$ cat src/rtl/sata_oob_pkg.sv
// sata_oob_pkg: shared definitions for the host COM out-of-band sequencer.
//   - hcom_state_e : FSM state encoding
//   - D10_2_PAT    : alternating ALIGN-phase bit pair, indexed by a 1-bit phase
//   - DEF_*        : default timing constants
//   - GAP_W        : width of the burst gap-length field
package sata_oob_pkg;

    typedef enum logic [2:0] {
        IDLE,
        COMRESET,
        WAIT_COMINIT,
        COMWAKE,
        WAIT_COMWAKE,
        SEND_ALIGN,
        LINK_UP,
        FAIL
    } hcom_state_e;

    // D10.2 is 0101010101 on the wire: one bit per clock, alternating.
    localparam logic [1:0] D10_2_PAT = 2'b01;

    localparam int DEF_BURST_CLKS     = 16;
    localparam int DEF_RESET_GAP_CLKS = 48;
    localparam int DEF_WAKE_GAP_CLKS  = 16;
    localparam int DEF_NBURSTS        = 6;
    localparam int DEF_TIMEOUT_CLKS   = 4096;
    localparam int DEF_MAX_RETRY      = 3;

    localparam int GAP_W = 16;

endpackage

$ cat src/rtl/mdl_hcomfsm_if.sv
// mdl_hcomfsm_if: control bundle between the OOB FSM and the burst sequencer.
//   start   : pulse, begins a fresh NBURSTS burst/gap train (master -> slave)
//   gap_len : idle clocks after each burst, held stable for the whole train
//   data    : serial burst data (1 on the first burst clock, toggling)
//   idle    : high when the line must be electrically idle
//   done    : high in the final clock of the train
interface mdl_hcomfsm_if;
    import sata_oob_pkg::*;

    logic             start;
    logic [GAP_W-1:0] gap_len;
    logic             data;
    logic             idle;
    logic             done;

    modport master (output start, gap_len, input data, idle, done);
    modport slave  (input start, gap_len, output data, idle, done);
endinterface

$ cat src/rtl/mdl_oobburst.sv
// mdl_oobburst: generates NBURSTS periods of BURST_CLKS toggling clocks
// followed by gap_len idle clocks. Shared by COMRESET and COMWAKE.
// Ports: clk, reset (sync, active-high), bus (mdl_hcomfsm_if.slave).
module mdl_oobburst
    import sata_oob_pkg::*;
#(
    parameter int BURST_CLKS = DEF_BURST_CLKS,
    parameter int NBURSTS    = DEF_NBURSTS
) (
    input  logic           clk,
    input  logic           reset,
    mdl_hcomfsm_if.slave   bus
);
    localparam int             IW       = $clog2(NBURSTS + 1);
    localparam logic [GAP_W:0] BL       = (GAP_W+1)'(BURST_CLKS);
    localparam logic [GAP_W:0] ONE      = (GAP_W+1)'(1);
    localparam logic [IW-1:0]  LAST_IDX = IW'(NBURSTS - 1);

    logic           active;
    logic [GAP_W:0] pos;    // clock within the current burst+gap period
    logic [IW-1:0]  idx;    // burst number
    logic           in_burst;
    logic           period_end;

    assign in_burst   = active && (pos < BL);
    assign period_end = (pos + ONE) == (BL + {1'b0, bus.gap_len});
    assign bus.data   = in_burst && !pos[0];
    assign bus.idle   = !in_burst;
    assign bus.done   = active && period_end && (idx == LAST_IDX);

    always_ff @(posedge clk) begin
        if (reset) begin
            active <= 1'b0;
            pos    <= '0;
            idx    <= '0;
        end else if (bus.start) begin
            active <= 1'b1;
            pos    <= '0;
            idx    <= '0;
        end else if (active) begin
            if (period_end) begin
                pos <= '0;
                if (idx == LAST_IDX) active <= 1'b0;
                else                 idx    <= idx + IW'(1);
            end else begin
                pos <= pos + ONE;
            end
        end
    end
endmodule

$ cat src/rtl/mdl_hcomfsm.sv
// mdl_hcomfsm: SATA host OOB sequencer (COMRESET, COMWAKE, ALIGN, link up).
// Ports: i_txclk clock; i_reset sync active-high; i_start begins sequence;
//   i_cominit_det / i_comwake_det / i_rx_align device events; i_tx link bit;
//   o_tx_p / o_tx_n differential out; o_link_up; o_fail (retries exhausted).
// Config: define HCOM_TIMEOUT_EN to enable wait-state timeouts and the
//   retry counter; otherwise waits are unbounded and o_fail is tied 0.
module mdl_hcomfsm
    import sata_oob_pkg::*;
#(
    parameter int BURST_CLKS     = DEF_BURST_CLKS,
    parameter int RESET_GAP_CLKS = DEF_RESET_GAP_CLKS,
    parameter int WAKE_GAP_CLKS  = DEF_WAKE_GAP_CLKS,
    parameter int NBURSTS        = DEF_NBURSTS,
    parameter int TIMEOUT_CLKS   = DEF_TIMEOUT_CLKS,
    parameter int MAX_RETRY      = DEF_MAX_RETRY
) (
    input  logic i_txclk,
    input  logic i_reset,
    input  logic i_start,
    input  logic i_cominit_det,
    input  logic i_comwake_det,
    input  logic i_rx_align,
    input  logic i_tx,
    output logic o_tx_p,
    output logic o_tx_n,
    output logic o_link_up,
    output logic o_fail
);
    hcom_state_e state, state_n;
    logic        tx_q;
    logic        align_ph;
    logic        timeout;
    logic        retry_last;

    mdl_hcomfsm_if bb ();

    mdl_oobburst #(.BURST_CLKS(BURST_CLKS), .NBURSTS(NBURSTS)) u_burst (
        .clk   (i_txclk),
        .reset (i_reset),
        .bus   (bb.slave)
    );

    assign bb.gap_len = (state == COMRESET) ? GAP_W'(RESET_GAP_CLKS)
                                            : GAP_W'(WAKE_GAP_CLKS);
    // Every entry into a burst state starts a fresh train.
    assign bb.start   = (state_n != state) && (state_n inside {COMRESET, COMWAKE});

`ifdef HCOM_TIMEOUT_EN
    localparam int TW = $clog2(TIMEOUT_CLKS + 1);
    localparam int RW = $clog2(MAX_RETRY + 1);

    logic [TW-1:0] tmr;
    logic [RW-1:0] retry;
    logic          waiting;
    logic          to_fire;

    assign waiting    = state inside {WAIT_COMINIT, WAIT_COMWAKE, SEND_ALIGN};
    assign timeout    = waiting && (tmr == TW'(TIMEOUT_CLKS - 1));
    assign retry_last = (retry == RW'(MAX_RETRY - 1));
    // A detect in the timeout cycle wins, so only count when the timeout
    // actually steers the FSM.
    assign to_fire    = timeout && (state_n inside {COMRESET, FAIL});
    assign o_fail     = (state == FAIL);

    always_ff @(posedge i_txclk) begin
        if (i_reset) begin
            tmr   <= '0;
            retry <= '0;
        end else begin
            tmr <= (state_n != state || !waiting) ? '0 : tmr + TW'(1);
            if (state_n == LINK_UP && state != LINK_UP) retry <= '0;
            else if (to_fire)                           retry <= retry + RW'(1);
        end
    end
`else
    localparam int unused_cfg = TIMEOUT_CLKS + MAX_RETRY;
    assign timeout    = 1'b0;
    assign retry_last = 1'b0;
    assign o_fail     = 1'b0;
`endif

    always_ff @(posedge i_txclk) begin
        if (i_reset) begin
            state    <= IDLE;
            tx_q     <= 1'b0;
            align_ph <= 1'b0;
        end else begin
            state    <= state_n;
            tx_q     <= i_tx;
            align_ph <= (state == SEND_ALIGN) ? ~align_ph : 1'b0;
        end
    end

    always_comb begin
        state_n = state;
        case (state)
            IDLE:         if (i_start) state_n = COMRESET;
            COMRESET:     if (bb.done) state_n = WAIT_COMINIT;
            WAIT_COMINIT: if (i_cominit_det) state_n = COMWAKE;
                          else if (timeout)  state_n = retry_last ? FAIL : COMRESET;
            COMWAKE:      if (bb.done) state_n = WAIT_COMWAKE;
            WAIT_COMWAKE: if (i_comwake_det) state_n = SEND_ALIGN;
                          else if (timeout)  state_n = retry_last ? FAIL : COMRESET;
            SEND_ALIGN:   if (i_rx_align)    state_n = LINK_UP;
                          else if (timeout)  state_n = retry_last ? FAIL : COMRESET;
            LINK_UP:      if (i_cominit_det) state_n = COMWAKE;
            FAIL:         state_n = FAIL;
            default:      state_n = IDLE;
        endcase
    end

    always_comb begin
        o_tx_p    = 1'b0;
        o_tx_n    = 1'b0;
        o_link_up = 1'b0;
        case (state)
            COMRESET, COMWAKE: begin
                o_tx_p = bb.data;
                o_tx_n = !bb.idle && !bb.data;
            end
            SEND_ALIGN: begin
                o_tx_p = D10_2_PAT[align_ph];
                o_tx_n = ~D10_2_PAT[align_ph];
            end
            LINK_UP: begin
                o_tx_p    = tx_q;
                o_tx_n    = ~tx_q;
                o_link_up = 1'b1;
            end
            default: ;
        endcase
    end
endmodule

$ cat config.mk
export PLATFORM = sky130hd
export DESIGN_NAME = mdl_hcomfsm
export DESIGN_NICKNAME = d
export VERILOG_FILES = /design/src/rtl/sata_oob_pkg.sv /design/src/rtl/mdl_hcomfsm_if.sv /design/src/rtl/mdl_oobburst.sv /design/src/rtl/mdl_hcomfsm.sv
export SDC_FILE = /design/constraint.sdc
export NUM_CORES = 1
export LEC_CHECK = 0
export ABC_CLOCK_PERIOD_IN_PS = 2900
export CAP_MARGIN = 20
export CORE_MARGIN = 4
export CORE_UTILIZATION = 58
export CTS_CLUSTER_SIZE = 40
export DETAILED_ROUTE_END_ITERATION = 16
export PLACE_DENSITY = 0.77
export SYNTH_ARGS = -nofsm -noshare
export SYNTH_HDL_FRONTEND = slang
export SYNTH_SLANG_ARGS = --single-unit
$ cat constraint.sdc
create_clock -name i_txclk -period 2.9 [get_ports i_txclk]
set_input_delay 0.58 -clock i_txclk [delete_from_list [all_inputs] [get_ports i_txclk]]
set_output_delay 0.58 -clock i_txclk [all_outputs]
set_load 0.03 [all_outputs]
==> summary.txt <==
Clock Tree Buf Depth - 2
worst-skew pair later-pin latency - 0.31 ns
Avg WL per Cell - 14.36 um
vias per std cell - 6.174
Final Max Tran Viols - 0
drt pass-1 iters - 4
Die Y - 61.36 um
DRT iter0 DRCs - 117
Leakage - 0.6208 nW
synth unique cells - 52
Die Area - 0.003765 mm2
Worst Path Max Fanout - 10
Routed WL - 3389 um
Worst Hold End - u_burst.idx[0]$_SDFFE_PP0P_
FP Rows - 19
Crit Path Category - reg2reg
Die Span X - 61.36 um
DRT antenna net count - 0
crit end category - register
Max Cap Violations - 0
Final Hold Viols - 0
Core ar. - 0.002734 mm2
DRC - 0
RR Endpoint - state[1]$_SDFF_PP0_
Synth warnings - 0
CTS tree - built
Clock Skew - 0.004942 ns
sequential share of the synthesized area - 0.3152
initial core utilization - 0.6041
Most used DFF post-synth - dfxtp_1
pre-CTS setup slack - 0.4114 ns
all-layer global routing usage - 0.2075
synthesis-to-layout area growth - 7.121%
I/O Pins - 11
clock sinks - 26
Yosys reg bits - 26
TritonCTS Buffers - 3
nets - 217
Final setup violation count - 0
Reg2Reg Launch Point - u_burst.pos[5]$_SDFFE_PP0P_
via count - 1457
EDFF count, synth - 0
hold-fix buffers at CTS - 0
reg2reg path depth - 7
initial antenna violation count - 0
vias in the first global route - 1355
hold_sp - u_burst.idx[0]$_SDFFE_PP0P_
RSZ-0062 raised after global routing - no
Max H-tree Level - 1
status - finished clean
flop2flop setup slack - 0.34 ns
WP data required - 3.12 ns
Mapped Area - 0.001652 mm2
GR Overflow Total - 0
root cell of the clock tree - clkbuf_4
crit share post-route - 0.8837
Syn Nets - 214
minimum clock period - 2.563 ns
TNS Setup - 0 ns
largest net degree at the start of global routing - 23
fraction of layout cells with a size suffix above 1 - 0.09268
Final HPWL DP - 2536 um
Synth Instances - 204
CP Data Arrival Time - 2.79 ns
Max rail drop VDD - 0.2602 mV
fraction of registers with async set/reset - 0
Critical Path Start Type - register
post-route worst setup slack - 0.3372 ns
synthesized area per cell - 8.096 um2
Clock transition at path regs - 0.13 ns
hold crit path type - reg2reg
PwrDens - 329.9 mW/mm2
final RePlAce weighted congestion - 0.8135
Hold Path Cell Cnt - 2
first-pass GRT wire length - 5878 um
Buffers on Ports - 9
Max Freq - 0.3902 GHz
diode count - 0
-- per-layer routing --
metal | global-route usage | wire length (um)
met1 | 0.2611 | 1538
met2 | 0.3505 | 1629
met3 | 0.03564 | 150
met4 | 0.08485 | 70
met5 | 0 | 0
-- cell families (layout without fill, tap and decap cells) --
group | count (synthesis) | after routing | synth area share
buf+inv | 18 | 19 | 0.05152
xor+xnor | 17 | 17 | 0.09015
compound gates | 37 | 37 | 0.1644
simple gates | 101 | 101 | 0.3477
other cells | 1 | 1 | 0.002271
mux | 1 | 1 | 0.006061
fa+ha+maj | 3 | 3 | 0.02273
flops | 26 | 26 | 0.3152
-- worst max-delay path: stages (launching register included) --
cell and delay [ns]:
dfxtp_1 0.52, nand4_1 0.27, nor3_2 0.43, nand4_1 0.14, a22oi_1 0.40, and4b_1 0.39, nand4_1 0.15, nor3b_1 0.17
-- synthesized netlist by cell type, types with 2 or more instances --
| cell type | number | area share |
|---|---|---|
| dfxtp_1 | 26 | 0.32 |
| nor2b_1 | 2 | 0.0076 |
| o21bai_1 | 2 | 0.0091 |
| nor4b_1 | 2 | 0.011 |
| a21oi_1 | 10 | 0.030 |
| or2_2 | 2 | 0.0076 |
| a22oi_1 | 2 | 0.0091 |
| ha_1 | 3 | 0.023 |
| xor2_1 | 12 | 0.064 |
| nand2_1 | 15 | 0.034 |
| nor3_1 | 6 | 0.018 |
| nand2b_1 | 4 | 0.015 |
| a41oi_1 | 2 | 0.011 |
| buf_2 | 2 | 0.0061 |
| o22ai_1 | 2 | 0.0076 |
| or3_1 | 4 | 0.015 |
| nor2_1 | 26 | 0.059 |
| buf_4 | 4 | 0.018 |
| and3_1 | 3 | 0.011 |
| clkbuf_1 | 7 | 0.016 |
| nor3b_1 | 4 | 0.018 |
| nand3_1 | 10 | 0.030 |
| xnor2_1 | 5 | 0.027 |
| o21ai_0 | 5 | 0.015 |
| nand3_4 | 2 | 0.021 |
| a31oi_1 | 3 | 0.011 |
| nand4_1 | 9 | 0.034 |
| inv_1 | 5 | 0.011 |
| a211o_1 | 2 | 0.011 |
-- cells in the final DEF, fill, tap and decap left out, types with 2 or more instances in the layout --
master | Yosys | layout
o21bai_1 | 2 | 2
nand4_1 | 9 | 9
a31oi_1 | 3 | 3
nand2b_1 | 4 | 4
dlymetal6s2s_1 | 0 | 2
nand2_1 | 15 | 15
a22oi_1 | 2 | 2
nand3_1 | 10 | 10
a41oi_1 | 2 | 2
inv_1 | 5 | 5
o22ai_1 | 2 | 2
a21oi_1 | 10 | 10
and3_1 | 3 | 3
nor3b_1 | 4 | 4
nor2b_1 | 2 | 2
a211o_1 | 2 | 2
or3_1 | 4 | 4
nor3_1 | 6 | 6
o21ai_0 | 5 | 5
nand3_4 | 2 | 2
ha_1 | 3 | 3
xnor2_1 | 5 | 5
or2_2 | 2 | 2
nor2_1 | 26 | 26
clkbuf_4 | 0 | 3
xor2_1 | 12 | 12
clkdlybuf4s50_1 | 0 | 7
nor4b_1 | 2 | 2
dfxtp_1 | 26 | 26
-- registers in the layout, summed over array words and instances, names as in the netlist --
register        count
state               3
u_burst.idx         3
tx_q                1
align_ph            1
u_burst.active      1
u_burst.pos        17
-- cell type report --
cell class              count  area (um2)
inverters                   5       18.77
fillers                   260       964.7
well taps                  31       38.79
clock buffers               3       22.52
multi-input cells         160        1046
flip-flops and latches     26       520.5
repair buffers             11       122.6
-- through the flow --
stage / instances / hold WS, ns / total power [W] / cell area, um2 / util
floorplan: 204 / 0.4787 / 0.0004213 / 1652 / -
finish: 236 / 0.5233 / 0.0005837 / 1769 / 0.6471
global placement: 233 / 0.5073 / 0.0004437 / 1742 / 0.6371
global route: 236 / 0.5734 / 0.0006142 / 1769 / 0.6471
detailed placement: 233 / 0.5107 / 0.0004453 / 1742 / 0.6371
CTS: 236 / 0.5283 / 0.0005938 / 1764 / 0.6453
-- where the power goes --
part	internal [W]	leakage [nW]	switching [W]
sequential	0.000362	0.210	0.00000751
clock	0.0000487	0.0138	0.0000972
combinational	0.0000302	0.397	0.0000378
total	0.000441	0.621	0.000143
-- worst max-delay path by stage --
stage	end	slack (ns)	startpoint	cells past startpoint
final	state[1]$_SDFF_PP0_	0.34	u_burst.pos[5]$_SDFFE_PP0P_	7
after global routing	u_burst.idx[2]$_SDFFE_PP0P_	0.06	u_burst.pos[5]$_SDFFE_PP0P_	7
after CTS	o_tx_n	0.08	u_burst.pos[5]$_SDFFE_PP0P_	4
after detailed placement	state[1]$_SDFF_PP0_	0.41	u_burst.pos[5]$_SDFFE_PP0P_	7
after global placement	state[1]$_SDFF_PP0_	0.43	u_burst.pos[5]$_SDFFE_PP0P_	7
after floorplan	u_burst.idx[0]$_SDFFE_PP0P_	0.72	u_burst.pos[0]$_SDFFE_PP0P_	7
-- repair_timing --
action	in CTS	in global routing
gates resized for setup	0	2
setup endpoints to repair	0	2
setup buffers	0	0
No activity file was read; power rests on OpenSTA's default activity.
